**src/rtl/hash_sequencer.sv**
```systemverilog
// hash_sequencer: sequences a three-pass double-hash nonce search (INIT, LOAD, ROUND x ROUNDS, UPDATE, CHECK).
// Ports:
//   clk, reset                 clock, asynchronous active-high reset
//   start, stop, hit           begin search, finish after current nonce, comparator result
//   nonce_init                 first nonce, captured when start is accepted
//   block, load_msg, msg_sel   H-register control code, schedule load pulse, pass index
//   round_en, round_t          compression round strobe and index
//   nonce                      nonce under test
//   busy, done, found, exhausted  status; done pulses in the deciding CHECK cycle
module hash_sequencer #(
    parameter int ROUNDS = 64
) (
    input  logic        clk,
    input  logic        reset,
    input  logic        start,
    input  logic        stop,
    input  logic        hit,
    input  logic [31:0] nonce_init,
    output logic [1:0]  block,
    output logic        load_msg,
    output logic [1:0]  msg_sel,
    output logic        round_en,
    output logic [5:0]  round_t,
    output logic [31:0] nonce,
    output logic        busy,
    output logic        done,
    output logic        found,
    output logic        exhausted
);
    typedef enum logic [2:0] {IDLE, INIT, LOAD, ROUND, UPDATE, CHECK} state_t;
    state_t state, state_n;
    logic [1:0] pass, blk;
    logic stop_l, found_r, exh_r;
    logic last_round, stop_any, is_max, win, exh_now, finish;
    always_ff @(posedge clk or posedge reset)
        if (reset) state <= IDLE;
        else state <= state_n;
    always_comb begin
        last_round = round_t == 6'(ROUNDS - 1);
        // a stop arriving in the CHECK cycle itself is honoured, not carried into the next nonce
        stop_any   = stop_l | stop;
        is_max     = &nonce;
        win        = state == CHECK && hit;
        exh_now    = state == CHECK && !hit && !stop_any && is_max;
        finish     = hit || stop_any || is_max;
        state_n    = state;
        case (state)
            IDLE:    state_n = start ? INIT : IDLE;
            INIT:    state_n = LOAD;
            LOAD:    state_n = ROUND;
            ROUND:   state_n = last_round ? UPDATE : ROUND;
            UPDATE:  state_n = pass == 2'd2 ? CHECK : LOAD;
            CHECK:   state_n = finish ? IDLE : INIT;
            default: state_n = IDLE;
        endcase
        busy      = state != IDLE;
        load_msg  = state == LOAD;
        round_en  = state == ROUND;
        done      = state == CHECK && finish;
        found     = found_r | win;
        exhausted = exh_r | exh_now;
        msg_sel   = pass;
        block     = blk;
    end
    always_ff @(posedge clk or posedge reset)
        if (reset) begin
            blk     <= 2'd0;
            pass    <= 2'd0;
            round_t <= 6'd0;
            nonce   <= 32'd0;
            stop_l  <= 1'b0;
            found_r <= 1'b0;
            exh_r   <= 1'b0;
        end else begin
            // block changes only on entry to INIT or UPDATE so each H register accumulates once per code
            blk     <= state_n == INIT ? 2'd0 : state_n == UPDATE ? pass + 2'd1 : blk;
            pass    <= state == INIT ? 2'd0 : (state == UPDATE && pass != 2'd2) ? pass + 2'd1 : pass;
            round_t <= (state == ROUND && !last_round) ? round_t + 6'd1 : 6'd0;
            nonce   <= (state == IDLE && start) ? nonce_init : (state == CHECK && !finish) ? nonce + 32'd1 : nonce;
            stop_l  <= (state == IDLE || state == CHECK) ? 1'b0 : stop_l | stop;
            found_r <= (state == IDLE && start) ? 1'b0 : found_r | win;
            exh_r   <= (state == IDLE && start) ? 1'b0 : exh_r | exh_now;
        end
endmodule

```
**config.mk**
```make
export PLATFORM = sky130hd
export DESIGN_NAME = hash_sequencer
export DESIGN_NICKNAME = d
export VERILOG_FILES = /design/src/rtl/hash_sequencer.sv
export SDC_FILE = /design/constraint.sdc
export NUM_CORES = 1
export LEC_CHECK = 0
export BUFFER_PORTS_ARGS = -buffer_cell sky130_fd_sc_hd__clkbuf_2
export CAP_MARGIN = 0
export CORE_MARGIN = 2
export CORE_UTILIZATION = 40
export CTS_CLUSTER_DIAMETER = 40
export DETAILED_ROUTE_END_ITERATION = 10
export GPL_TIMING_DRIVEN = 0
export SLEW_MARGIN = 10
export SYNTH_ARGS = -nofsm -noshare
export SYNTH_HDL_FRONTEND = slang
export SYNTH_SLANG_ARGS = --single-unit
```
**constraint.sdc**
```tcl
create_clock -name clk -period 3.7 [get_ports clk]
set_input_delay 0.74 -clock clk [delete_from_list [all_inputs] [get_ports clk]]
set_output_delay 0.74 -clock clk [all_outputs]
set_load 0.01 [all_outputs]
```
[Yosys cells after proc, flatten, opt, wreduce, memory -nomap -nowiden]
Cells that the tools add are included.
W data, S select, Z words.
Word-level totals
  logic and storage cells: 61
  bits in registers: 48
  output and inout bits: 48
Operators by class
  reductions and logical operators: 22
  muxes and demuxes: 15
  equality and inequality tests: 10
  $add $sub $neg: 3
  bitwise logic cells: 3
Operators by type and width (number)
  $mux W32: 2
  $add A32 B1 Y32 const B: 1
  $reduce_and A32 Y1: 1
  $pmux W3 S6: 1
  $eq A3 B3 Y1 const B: 3
  $logic_and A1 B1 Y1: 9
  $mux W2: 4
  $add A6 B1 Y6 const B: 1
  $eq A3 B1 Y1 const B: 2
  $eq A3 B2 Y1 const B: 2
  $eq A6 B6 Y1 const B: 1
  $mux W3: 2
  $mux W6: 1
  $reduce_bool A2 Y1: 3
  $mux W1: 5
  $logic_not A1 Y1: 4
  $logic_not A3 Y1: 1
  $logic_or A1 B1 Y1: 3
  $or A1 B1 Y1: 3
  $reduce_bool A3 Y1: 1
  $add A2 B1 Y2 const B: 1
  $eq A2 B2 Y1 const B: 1
  $ne A2 B2 Y1 const B: 1

[Logic depth before layout (Yosys ltp)]
Gate-level depths: netlist of run 1.
  word-level depth: 8
  mapped depth: 8
  gate-level depth less buffers: 6

[Least setup slack after synthesis of run 1]
No wires, ideal clock.
  path kind: reg2out
  start point: register nonce[20]
  end point: output port done
  required time: 2.960 ns
  setup slack: 0.941 ns
  cell stages (with the launch flop): 7
  path buffers: 2
  arrival: 2.019 ns
  cells stage by stage: dfrtp_1 > clkbuf_2 > nand4_1 > nor4_2 > clkbuf_1 > nand2_1 > a21boi_0
On the way
  cells in the longest elaborated chain, start to end: 3
Ends and longest elaborated chain
  start, declared: line 24  | output logic [31:0] nonce,
  start signal, assigned: line 79  | nonce <= (state == IDLE && start) ? nonce_init : (state == CHECK && !finish) ? nonce + 32'd1 : nonce;
  $reduce_and A32 Y1: line 42  | is_max = &nonce;
  $logic_or A1 B1 Y1: line 45  | finish = hit || stop_any || is_max;
  $logic_and A1 B1 Y1: line 59  | done = state == CHECK && finish;
  end, declared: line 26  | output logic done,
No other way between the ends.

[Worst setup path after layout of run 1]
  start point: register nonce[13]
  end point: output port done
Same word-level chain as after synthesis.

==> results of run 1 <==
## state kept, by name, summed over array words and instances (netlist names)
| signal | count |
|---|---|
| msg_sel | 2 |
| block | 2 |
| found_r | 1 |
| nonce | 32 |
| stop_l | 1 |
| round_t | 6 |
| exh_r | 1 |
| state | 3 |
## worst min-delay path by stage
| stage | end | slack (ps) |
|---|---|---|
| after floorplan | round_t[0] | 510 |
| after global placement | round_t[0] | 470 |
| after detailed placement | round_t[0] | 480 |
| after CTS | block[0] | 460 |
| after global routing | block[0] | 490 |
| final | block[0] | 440 |
## cell usage in the layout, fill, tap and decap left out, types with 2 or more instances in the layout
cell                        instances
sky130_fd_sc_hd__mux2i_1            3
sky130_fd_sc_hd__a2111oi_0          3
sky130_fd_sc_hd__xnor2_1           18
sky130_fd_sc_hd__and3_1             5
sky130_fd_sc_hd__clkbuf_1          12
sky130_fd_sc_hd__a21o_1             2
sky130_fd_sc_hd__nand2_1           36
sky130_fd_sc_hd__nand3_1           18
sky130_fd_sc_hd__nor3_1             8
sky130_fd_sc_hd__o21ai_0           18
sky130_fd_sc_hd__nand2b_1           2
sky130_fd_sc_hd__clkbuf_2          85
sky130_fd_sc_hd__nor2_1            28
sky130_fd_sc_hd__nor4_1             3
sky130_fd_sc_hd__ha_1               3
sky130_fd_sc_hd__a311oi_1           2
sky130_fd_sc_hd__o22ai_1            4
sky130_fd_sc_hd__nand4_1           15
sky130_fd_sc_hd__inv_1             10
sky130_fd_sc_hd__and4_1             3
sky130_fd_sc_hd__dfrtp_1           48
sky130_fd_sc_hd__o311ai_0           2
sky130_fd_sc_hd__a31oi_1            5
sky130_fd_sc_hd__or4b_2             2
sky130_fd_sc_hd__a211oi_1          12
sky130_fd_sc_hd__xor2_1             4
sky130_fd_sc_hd__a21oi_1           12
sky130_fd_sc_hd__clkbuf_8           6
sky130_fd_sc_hd__or3_1              3
sky130_fd_sc_hd__or4_1              2
sky130_fd_sc_hd__buf_6              2
sky130_fd_sc_hd__nor2b_1            2
sky130_fd_sc_hd__a31o_2             2
sky130_fd_sc_hd__and2_1             8
## where the power goes
group | leakage [nW] | internal, mW | switching [mW]
logic | 0.872 | 0.171 | 0.193
registers | 0.570 | 0.612 | 0.103
clock network | 0.0455 | 0.153 | 0.173
## kinds of logic (layout without fill, tap and decap cells)
kind of cell / after synthesis / count (layout) / synth area share [%]
buffers and inverters: 24 / 117 / 3.75
DFF: 48 / 48 / 42.3
adders and majority gates: 3 / 3 / 1.32
xor gates and xnor gates: 22 / 22 / 6.79
AOI/OAI and AO/OA: 70 / 70 / 16.3
muxes: 3 / 3 / 1.06
and+or+nand+nor: 147 / 147 / 28.5
## layout make-up
class | instances | area [sq um]
Fill cell | 716 | 3330
Multi-Input combinational cell | 245 | 1540
Sequential cell | 48 | 1200
Timing Repair Buffer | 85 | 440
Tap cell | 96 | 120
Clock buffer | 8 | 90.1
Buffer | 13 | 65.1
Inverter | 11 | 41.3
## routing by layer
metal | wire (um) | part of all wire [%] | global-route usage (%)
met5 | 0 | 0 | 0
met4 | 118 | 1.5 | 5.51
met3 | 445 | 5.6 | 2.89
met2 | 3590 | 46 | 31.4
met1 | 3730 | 47 | 30.9
## per-stage QoR
| stage | hold slack [ps] | utilization, % | total power, mW | std cells | cell area [sq um] |
|---|---|---|---|---|---|
| after floorplan | 510 | - | 0.929 | 317 | 2840 |
| after global placement | 474 | 49.5 | 1.08 | 497 | 3380 |
| after detailed placement | 484 | 49.8 | 1.09 | 498 | 3400 |
| after CTS | 459 | 51.1 | 1.43 | 506 | 3490 |
| after global routing | 486 | 51.2 | 1.50 | 506 | 3500 |
| final | 442 | 51.2 | 1.40 | 506 | 3500 |
==> results by stage, run 1 <==
Worst setup path:
- The required time at the worst-slack endpoint is slightly below 3000 ps.
- On the critical path, the stage with the largest delay is an instance of sky130_fd_sc_hd__nor4_1.
- The depth of the most critical reg-to-reg path is 5.
- The most critical setup path has its startpoint at nonce[13].
- The data arrival time of the worst path is around 2700 ps.
- Broken down by cell family, the worst path's largest delay share belongs to simple AND/OR/NAND/NOR gates.
- In this design, the stage delay of the slowest critical-path cell is 690 ps.
- The startpoint of the lowest-slack register-to-register path is nonce[13].
- The count of buffering cells on the critical path with inverters included is 2.
- The critical path crosses 6 cells after its start point.
- The most critical setup path has its endpoint at done.
- The critical register-to-register path endpoint is state[0].
- The worst reg-to-reg setup slack is 1100 ps.
- The classification of the worst setup path is flip-flop to primary output.
- The launching element type of the critical path is a flip-flop.
- The critical path endpoint category is a primary output.
- The maximum fanout encountered on the critical timing path is 10.
- Traced cell by cell, the critical path runs through nand4_1 -> nor4_1 -> clkbuf_1 -> nand2_1 -> a21boi_0 -> clkbuf_2.

Synth:
- In this run, synthesis produced a sequential element count of 48.
- The number of synthesized flops with an enable pin is 0.
- The share of the Yosys chip area taken by registers is 42.3%.
- The cell accounting for the most synthesized area is sky130_fd_sc_hd__dfrtp_1.
- The most repeated cell in the gate-level netlist after synthesis is sky130_fd_sc_hd__dfrtp_1.
- The share of synthesized area in the top cell type comes to 42.3%.
- Synthesis produced a netlist whose cell count is 317.
- Sorting the synthesized cells by area gives the leading types as sky130_fd_sc_hd__dfrtp_1 42%, sky130_fd_sc_hd__xnor2_1 5.6%, sky130_fd_sc_hd__nand2_1 4.8%.
- Synthesis instantiated 52 different standard cells from the library.
- The synthesized netlist occupies a cell area of 0.00284 sq mm.
- Of all flip-flops after synthesis, the portion carrying an async set or reset was 100%.
- Yosys printed 0 warnings.
- The mean instance size in the synthesized netlist is 8.96 sq um.
- After synthesis, the most frequently instantiated cells are 48 x sky130_fd_sc_hd__dfrtp_1, 36 x sky130_fd_sc_hd__nand2_1, 28 x sky130_fd_sc_hd__nor2_1.
- The net count after synthesis is 357.
- Among all flip-flop cells after synthesis, the most frequent one is sky130_fd_sc_hd__dfrtp_1.

Hold path:
- The type of the worst min-delay path is input pin to asynchronous set/reset pin.

STA:
- After layout, the minimum clock period comes to between 3000 and 4000 ps.
- Between clock sinks in the finished design, the worst skew comes to slightly below 5 ps.
- The total count of hold-check failures in the final report was 0.
- The max-slew violation total from the final report is 0.
- Static timing analysis puts the maximum clock frequency at around 290 MHz.
- The total of endpoints with negative setup slack in the final report is 0.
- The post-route setup TNS is 0 ps.
- The final critical-path share of the clock period is a little over nine tenths.
- The worst max-slew margin expressed relative to the limit is 36.2%.
- Setup repair after global routing left no endpoint under its margin.
- The worst path meets setup with approximately 230 ps of slack.
- The transition at the pin with the smallest max-transition slack is around 950 ps.

Clock network:
- TritonCTS built the clock tree.
- The number of hold buffers added after CTS is 0.
- For this design, the sink count on the clock tree is 48.
- The number of buffers created by CTS is 5.
- The maximum root-to-sink buffer count is 2.
- For the worst-skew pair, the clock arrives at the later sink with an insertion delay of 300 ps.
- Once the clock tree was built, the resizer swapped 0 gates to a different size.
- The number of buffers inserted to repair setup after CTS is 0.
- The H-tree was split into 2 levels.
- The clock slew seen by the registers of the worst setup and hold paths is around 90 ps.
- The tree is rooted in a sky130_fd_sc_hd__clkbuf_8.

Flow run:
- Max-cap violations in this run came to 0.

Detailed routing:
- The count of unresolved DRC violations after routing is 0.
- In the final routed layout, each cell accounts on average for around 16 um.
- The total number of vias is 2756.
- The via count normalized by instance count is 5.45.
- The remaining number of nets flagged by the antenna check after routing is 0.
- The first-pass iteration count of the detailed router is 4.
- The count of routing violations after the opening detailed-route iteration is 141.
- Summed over all layers, the routed wires come to 7880 um.

Global route:
- Global routing used between 20% and 30% of the available tracks.
- The number of global-route vias before repair is 2447.
- The largest net degree at the start of global routing is 28.
- For this run the aggregate overflow at the end of global routing stands at 0.
- The initial antenna violation count is 0.
- The first global-routing pass estimated 12400 um of wire.

Floorplanning:
- After floorplanning, the core was divided into 30 placement rows.
- The core region is just under 0.007 sq mm.
- The die is 88.2 um tall.
- The area of the die is 0.00779 sq mm.
- In this run the count of I/O pins placed on the die edge is 85.
- Once the floorplan was initialized, standard cells occupied about two fifths of the core.
- The die span in x is 88.2 um.

Finish:
- The post-route netlist has between 20% and 30% of its cells at a drive strength greater than 1.
- The count of inserted antenna diode cells is 0.
- In the final design database the tool counted 449 nets.
- The area growth from synthesis to layout is 23.2%.

Power:
- Power spread over the standard cell area amounts to 401 mW/mm^2.
- For this design the static power due to leakage is 1.49 nW.
- The maximum vdd drop is 0.279 mV.

Placed design:
- Before CTS, the worst setup slack after placement is 441 ps.
- Once detailed placement completed, the half-perimeter wirelength came to 5900 um.
- Routability-driven placement finished with a final weighted congestion of slightly below 0.8.
- The number of buffers inserted by port buffering is 84.

Run status:
- The flow ran to the end, and the final reports show no timing, DRC or antenna violations.
Note: power is estimated with default switching activity, not from simulation.
==> inputs of run 2 (changes only) <==
Settings changed: RECOVER_POWER set to 25.
==> results by stage, run 2 (synthesized netlist as in run 1, its figures left out) <==
Global route:
- The number of global-route vias before repair came to 2447.
- The first global-routing pass estimated 12400 um of wire.
- For this run, the total global-route usage over all layers was measured as 20.6%.
- The total grt overflow is 0.
- The initial antenna violation count is 0.
- Entering global routing, the biggest net connects 28 pins.

Worst setup path:
- The worst setup path is of the flip-flop to primary output kind.
- Of all nets on the critical path, the largest fanout is 10.
- In this run the critical register-to-register path is launched from nonce[13].
- The critical path starts at nonce[13].
- The data arrival time of the worst path is 2750 ps.
- The worst setup path is captured at a primary output.
- STA puts the critical path data required time at 2960 ps.
- The launching element type of the critical path is a flip-flop.

STA:
- The final critical-path share of the clock period is between 90 and 100%.
- Setup violations remaining at the end of the flow were counted as 0.
- The achievable frequency is 287 MHz.
- Setup total negative slack on the finished layout was measured at 0 ps.
- Setup repair after global routing left no endpoint under its margin.
- Clock skew on the completed layout was measured at 5.95 ps.
- Headroom to the max-slew limit came out at -4.59%.
- Subtracting the final worst setup slack from the clock period gives 3490 ps.
- The total count of hold-check failures in the final report is 0.
- Hold is met by 486 ps.
- In the post-route analysis, the smallest setup slack over all paths is 212 ps.
- At the pin with the least slew margin, the transition time is 1570 ps.
- The max-slew violation total from the final report is 28.

Finish:
- The total of fill cells in the finished design is 721.
- More flip-flops sit in one register than any other, and that register is nonce.
- The area growth from synthesis to layout is 22.4%.
- The largest registers in the layout are nonce x32, round_t x6, state x3.
- Leaving out fill and tap cells, the most frequent cell in the layout is sky130_fd_sc_hd__clkbuf_2.
- The flip-flop count of the largest register after layout is 32.
- In the layout the commonest cells are 85 x sky130_fd_sc_hd__clkbuf_2, 48 x sky130_fd_sc_hd__dfrtp_1, 36 x sky130_fd_sc_hd__nand2_1, 28 x sky130_fd_sc_hd__nor2_1.
- The net total in the final layout is 449.
- The repair_antennas step left the layout with diodes totalling 0.
- The share of cells above drive strength 1 is 25.6%.

Hold path:
- In this run the worst hold path is classified as flip-flop to flip-flop.
- The startpoint of the most critical hold path is round_t[0].

Power:
- The part of the power in combinational logic is 25.7%.
- The reported net switching power is 0.467 mW.
- Net switching is 33.4% of the power.
- The power per cell area is 403 mW/mm^2.
- The analysis attributes to cell leakage a power of 1.48 nW.
- The share of total power dissipated in sequential elements is 51.1%.
- Of the total power, the clock network draws 23.2%.
- The internal power component is 0.932 mW.
- The maximum vdd drop is 0.279 mV.

Detailed routing:
- The count of unresolved DRC violations after routing is 0.
- Summed over all layers, the routed wires come to between 7000 and 8000 um.
- The via count normalized by instance count is 5.39.
- The routed length per placed instance is 15.5 um.
- The count of routing violations after the opening detailed-route iteration is 104.
- The first-pass iteration count of the detailed router is 4.
- The remaining number of nets flagged by the antenna check after routing is 0.
- Detailed routing inserted a total of 2725 vias.

Clock network:
- The number of buffers inserted to repair setup after CTS is 0.
- The total number of clock tree sinks is 48.
- The number of hold buffers added after CTS is 0.
- The H-tree was split into 2 levels.
- The root buffer selected by CTS is sky130_fd_sc_hd__clkbuf_8.
- The number of buffers created by CTS is 5.
- The CTS tree is yes.
- After clock tree synthesis, the clock-pin slew on the worst setup and hold paths is 80 ps.
- The clock insertion delay at the later pin of the skew report is around 300 ps.
- The maximum root-to-sink buffer count is 2.

Run status:
- The final reports fail on max-capacitance violations, max-slew violations.
- The run finished, with violations left.

Placed design:
- Detailed placement finished with a half-perimeter wire length of 5900 um.
- The routability-driven placement congestion ratio is just under 0.8.
- The number of buffers inserted by port buffering is 84.
- OpenSTA, run right after detailed placement, puts the worst setup slack at 441 ps.

Floorplanning:
- The I/O pin total is 85.
- The die span in x is around 88 um.
- The die covers 0.00779 sq mm.
- For this configuration, the core starts out at a cell density of 41.6%.
- The floorplan row count is 30.
- The area of the core is 0.00683 sq mm.
- The die is 88.2 um tall.

Flow run:
- Max-cap violations in this run came to 1.
==> run 2: changes by cell type in the layout (fill, tap and decap cells not counted) <==
| cell | change |
|---|---|
| sky130_fd_sc_hd__buf_6 | -1 |
| sky130_fd_sc_hd__inv_2 | -1 |
| sky130_fd_sc_hd__clkbuf_1 | +2 |
| sky130_fd_sc_hd__inv_1 | +1 |
| sky130_fd_sc_hd__buf_12 | -1 |
==> run 2: repair_timing <==
item / CTS / global route
setup endpoints to repair: 0 / 1
hold endpoints to repair: 0 / 0
resized for setup: 0 / 1
==> run 2: final timing paths <==
check | endpoint | slack (ps) | depth (start not counted)
hold / removal | round_t[0] | 490 | 1
setup reg to reg | state[0] | 1100 | 5
setup / recovery | done | 210 | 6
min in group asynchronous | block[0] | 580 | 2
max in group asynchronous | found_r | 1190 | 3
hold reg to reg | round_t[0] | 490 | 1
==> run 2: final cells by class <==
type                       count  area, sq um  share of cell area (%)
timing repair buffer          85          424                    12.2
buffer                        13         57.6                    1.66
multi-input combinational    245         1540                    44.3
tap                           96          120                    3.46
sequential                    48         1200                    34.6
clock buffer                   8         90.1                    2.59
inverter                      11         41.3                    1.19
==> run 2: power groups by stage <==
stage | Combinational, mW | Clock (mW) | Sequential (mW)
finish | 0.360 | 0.324 | 0.715
detailed placement | 0.368 | 0 | 0.725
global route | 0.400 | 0.361 | 0.733
CTS | 0.369 | 0.342 | 0.714
floorplan | 0.183 | 0 | 0.746
global placement | 0.358 | 0 | 0.723
==> run 2: routing by layer <==
layer | track usage [%] | routed length [um]
met1 | 30.9 | 3720
met2 | 31.4 | 3600
met3 | 2.89 | 443
met4 | 5.51 | 96
met5 | 0 | 0
==> run 2: critical path: stages, from the launching register on <==
cell and delay (ps):
sky130_fd_sc_hd__dfrtp_1 460, sky130_fd_sc_hd__nand4_1 280, sky130_fd_sc_hd__nor4_1 700, sky130_fd_sc_hd__clkbuf_1 480
sky130_fd_sc_hd__nand2_1 90, sky130_fd_sc_hd__a21boi_0 260, sky130_fd_sc_hd__clkbuf_2 180
==> run 2: metrics by stage <==
stage / instance area [sq um] / power [mW] / instances / utilization [%]
CTS: 3490 / 1.43 / 506 / 51.1
global placement: 3380 / 1.08 / 497 / 49.5
floorplan: 2840 / 0.929 / 317 / -
detailed placement: 3400 / 1.09 / 498 / 49.8
finish: 3470 / 1.40 / 506 / 50.9
global route: 3470 / 1.49 / 506 / 50.9
==> inputs of run 3 (changes only) <==
==> constraint.sdc (replaced) <==
create_clock -name clk -period 3.7 [get_ports clk]
set_input_delay 0.185 -clock clk [delete_from_list [all_inputs] [get_ports clk]]
set_output_delay 0.185 -clock clk [all_outputs]
set_load 0.01 [all_outputs]
==> results by stage, run 3 (synthesized netlist as in run 1, its figures left out) <==
Run status:
- The flow ran to the end, but the final reports show violations.
- The checks that failed: max-capacitance violations, max-slew violations.

Clock network:
- The clock tree synthesis step divided the H-tree into 2 levels.
- Clock tree synthesis found a total of 48 sinks.
- Gates resized during post-CTS repair numbered 0.
- The longest clock path from root to sink contains 2 buffers.
- In this run the clock root is driven by a sky130_fd_sc_hd__clkbuf_8.
- TritonCTS built the clock tree.
- Clock-pin slew was measured on the worst setup and hold paths at about 90 ps.
- The clock insertion delay at the later pin of the skew report is 300 ps.
- The number of buffers created by CTS is 5.

Floorplanning:
- In this run the count of I/O pins placed on the die edge is 85.
- The vertical die dimension is 88.2 um.
- The area of the core is about 0.0068 sq mm.
- From left edge to right edge, the die measures 88.2 um.
- The initial utilization of the core area, before any placement, comes to a little over 40%.
- After floorplanning, the core was divided into 30 placement rows.
- The area of the die is 0.00779 sq mm.

Worst setup path:
- The launching element type of the critical path is a flip-flop.
- For the worst setup path, the data required time is 3510 ps.
- STA classifies the critical path endpoint as a primary output.
- The maximum fanout encountered on the critical timing path is 10.
- Setup slack on the worst reg-to-reg path comes out at between 900 and 1000 ps.
- The data arrival time of the worst path is 2880 ps.
- The classification of the worst setup path is flip-flop to primary output.

STA:
- The max-slew violation total from the final report was 28.
- Setup violations remaining at the end of the flow were counted as 0.
- For this run, the top clock speed supported by timing is 326 MHz.
- Clock skew on the completed layout was measured at 5.40 ps.
- The total count of hold-check failures in the final report is 0.
- Setup repair after global routing left no endpoint under its margin.
- Setup slack on the critical path of the routed design comes to 634 ps.
- Headroom to the max-slew limit came out at -4.35%.
- The final period demand of the worst path is ~3100 ps.
- The transition at the pin with the smallest max-transition slack is 1570 ps.
- The final critical-path share of the clock period is 82.9%.
- The post-route setup TNS is 0 ps.

Finish:
- The count of inserted antenna diode cells is 0.
- Measured on the finished design, the core utilization comes to 50.7%.
- The flip-flop count of the largest register after layout is 32.
- In the layout the commonest cells are 73 x sky130_fd_sc_hd__clkbuf_2, 48 x sky130_fd_sc_hd__dfrtp_1, 36 x sky130_fd_sc_hd__nand2_1, 28 x sky130_fd_sc_hd__nor2_1, 26 x sky130_fd_sc_hd__clkbuf_1.
- The non-filler instance count after layout is between 500 and 600.
- The net total in the final layout is 450.
- The largest register by flop count is nonce.
- The share of cells above drive strength 1 is between 20% and 30%.
- The area growth from synthesis to layout is 21.9%.
- Fill cells in the final layout number 728.
- The largest registers in the layout are nonce x32, round_t x6, state x3.
- Leaving out fill and tap cells, the most frequent cell in the layout is sky130_fd_sc_hd__clkbuf_2.

Detailed routing:
- The remaining number of nets flagged by the antenna check after routing is 0.
- Before antenna repair, the detailed router went through 4 iterations.
- The total detailed-routing wirelength is 7880 um.
- The total number of vias is 2737.
- After detailed routing, the number of remaining DRC violations is 0.
- The routed length per placed instance is around 16 um.
- After the first detailed-routing iteration, the DRC count stood at 129.
- The via count normalized by instance count is 5.40.

Power:
- The power share of the sequential group is 51.4%.
- The maximum vdd drop is 0.274 mV.
- The power per cell area is 401 mW/mm^2.
- The internal power component is 0.922 mW.
- The part of the power in combinational logic is between 20% and 30%.
- The share of total power dissipated in the clock network is around a quarter.
- Net switching is 33.6% of the power.
- In this run the static leakage power is 1.43 nW.
- The reported net switching power is 0.467 mW.

Hold path:
- The type of the worst min-delay path is input pin to flip-flop.

Placed design:
- The routability-driven placement congestion ratio is 0.792.
- The post-detailed-placement half-perimeter wirelength is about 5900 um.
- At the placement stage, the worst setup path has a slack of between 900 and 1000 ps.
- Buffers placed on the I/O ports in this run total 84.
- The number of cells in the design after placement is 498.

Flow run:
- The tool flagged a number of max-cap violations equal to 1.

Global route:
- The first global-routing pass estimated 12400 um of wire.
- The total grt overflow is 0.
- The met1 global-route usage is approximately 31%.
- The initial antenna violation count is 0.
- Global routing consumed, on the met3 layer, under 10% of the routing resources.
- Entering global routing, the biggest net connects 28 pins.
- In this run the most used layer during global routing was met2.
- Across every metal layer, demand over resource in global routing totals 20.6%.
- The met2 track utilization from global routing is 31.4%.
- The number of global-route vias before repair was 2447.
run 3: cell count changes in the layout (fill, tap and decap cells not counted), sizes merged:
cell,change
dlygate4sd3,+1
run 3: path summary, 6_finish.rpt:
path                                      from         end  depth (start not counted)
worst max-delay path                 nonce[20]        done                          7
worst min-delay path            nonce_init[29]   nonce[29]                          3
worst max register to register       nonce[20]    state[0]                          6
worst min register to register      round_t[0]  round_t[0]                          1
max in group asynchronous                reset     found_r                          4
min in group asynchronous                reset    block[0]                          3
run 3: layout make-up:
type	instances	area [sq um]	area share, %
Multi-Input combinational cell	245	1530	44.3
Sequential cell	48	1200	34.7
Timing Repair Buffer	86	419	12.1
Tap cell	96	120	3.47
Clock buffer	8	90.1	2.60
Buffer	13	57.6	1.66
Inverter	11	41.3	1.19
run 3: repair_timing:
item                      4_1_cts  5_1_grt
setup buffers                   0        0
hold buffers                    1        0
hold endpoints to repair       21        0
run 3: power by group through the flow:
stage	clock network [mW]	registers, mW	logic [mW]
after detailed placement	0	0.725	0.368
after CTS	0.342	0.714	0.370
after floorplan	0	0.746	0.183
after global routing	0.361	0.732	0.388
final	0.326	0.714	0.349
after global placement	0	0.723	0.358
run 3: per-stage QoR:
| stage | hold WS [ps] | power, mW | instance area [sq um] |
|---|---|---|---|
| 2_1_floorplan | 301 | 0.929 | 2840 |
| 3_3_place_gp | 388 | 1.08 | 3380 |
| 3_5_place_dp | 246 | 1.09 | 3400 |
| 4_1_cts | 73.3 | 1.43 | 3500 |
| 5_1_grt | 79.0 | 1.48 | 3460 |
| 6_report | 80.3 | 1.39 | 3460 |
run 3: worst max-delay path, stage by stage, from the launching register on:
cell and delay [ps]:
sky130_fd_sc_hd__dfrtp_1 350, sky130_fd_sc_hd__clkbuf_2 180, sky130_fd_sc_hd__nand4_1 220, sky130_fd_sc_hd__nor4_2 850
sky130_fd_sc_hd__clkbuf_1 460, sky130_fd_sc_hd__nand2_1 80, sky130_fd_sc_hd__a21boi_0 260, sky130_fd_sc_hd__clkbuf_2 180
run 3: routing by layer:
layer	vias to the layer above	wire length (um)
li1	1356	-
met1	1280	3740
met2	91	3550
met3	10	465
met4	0	119
met5	-	0
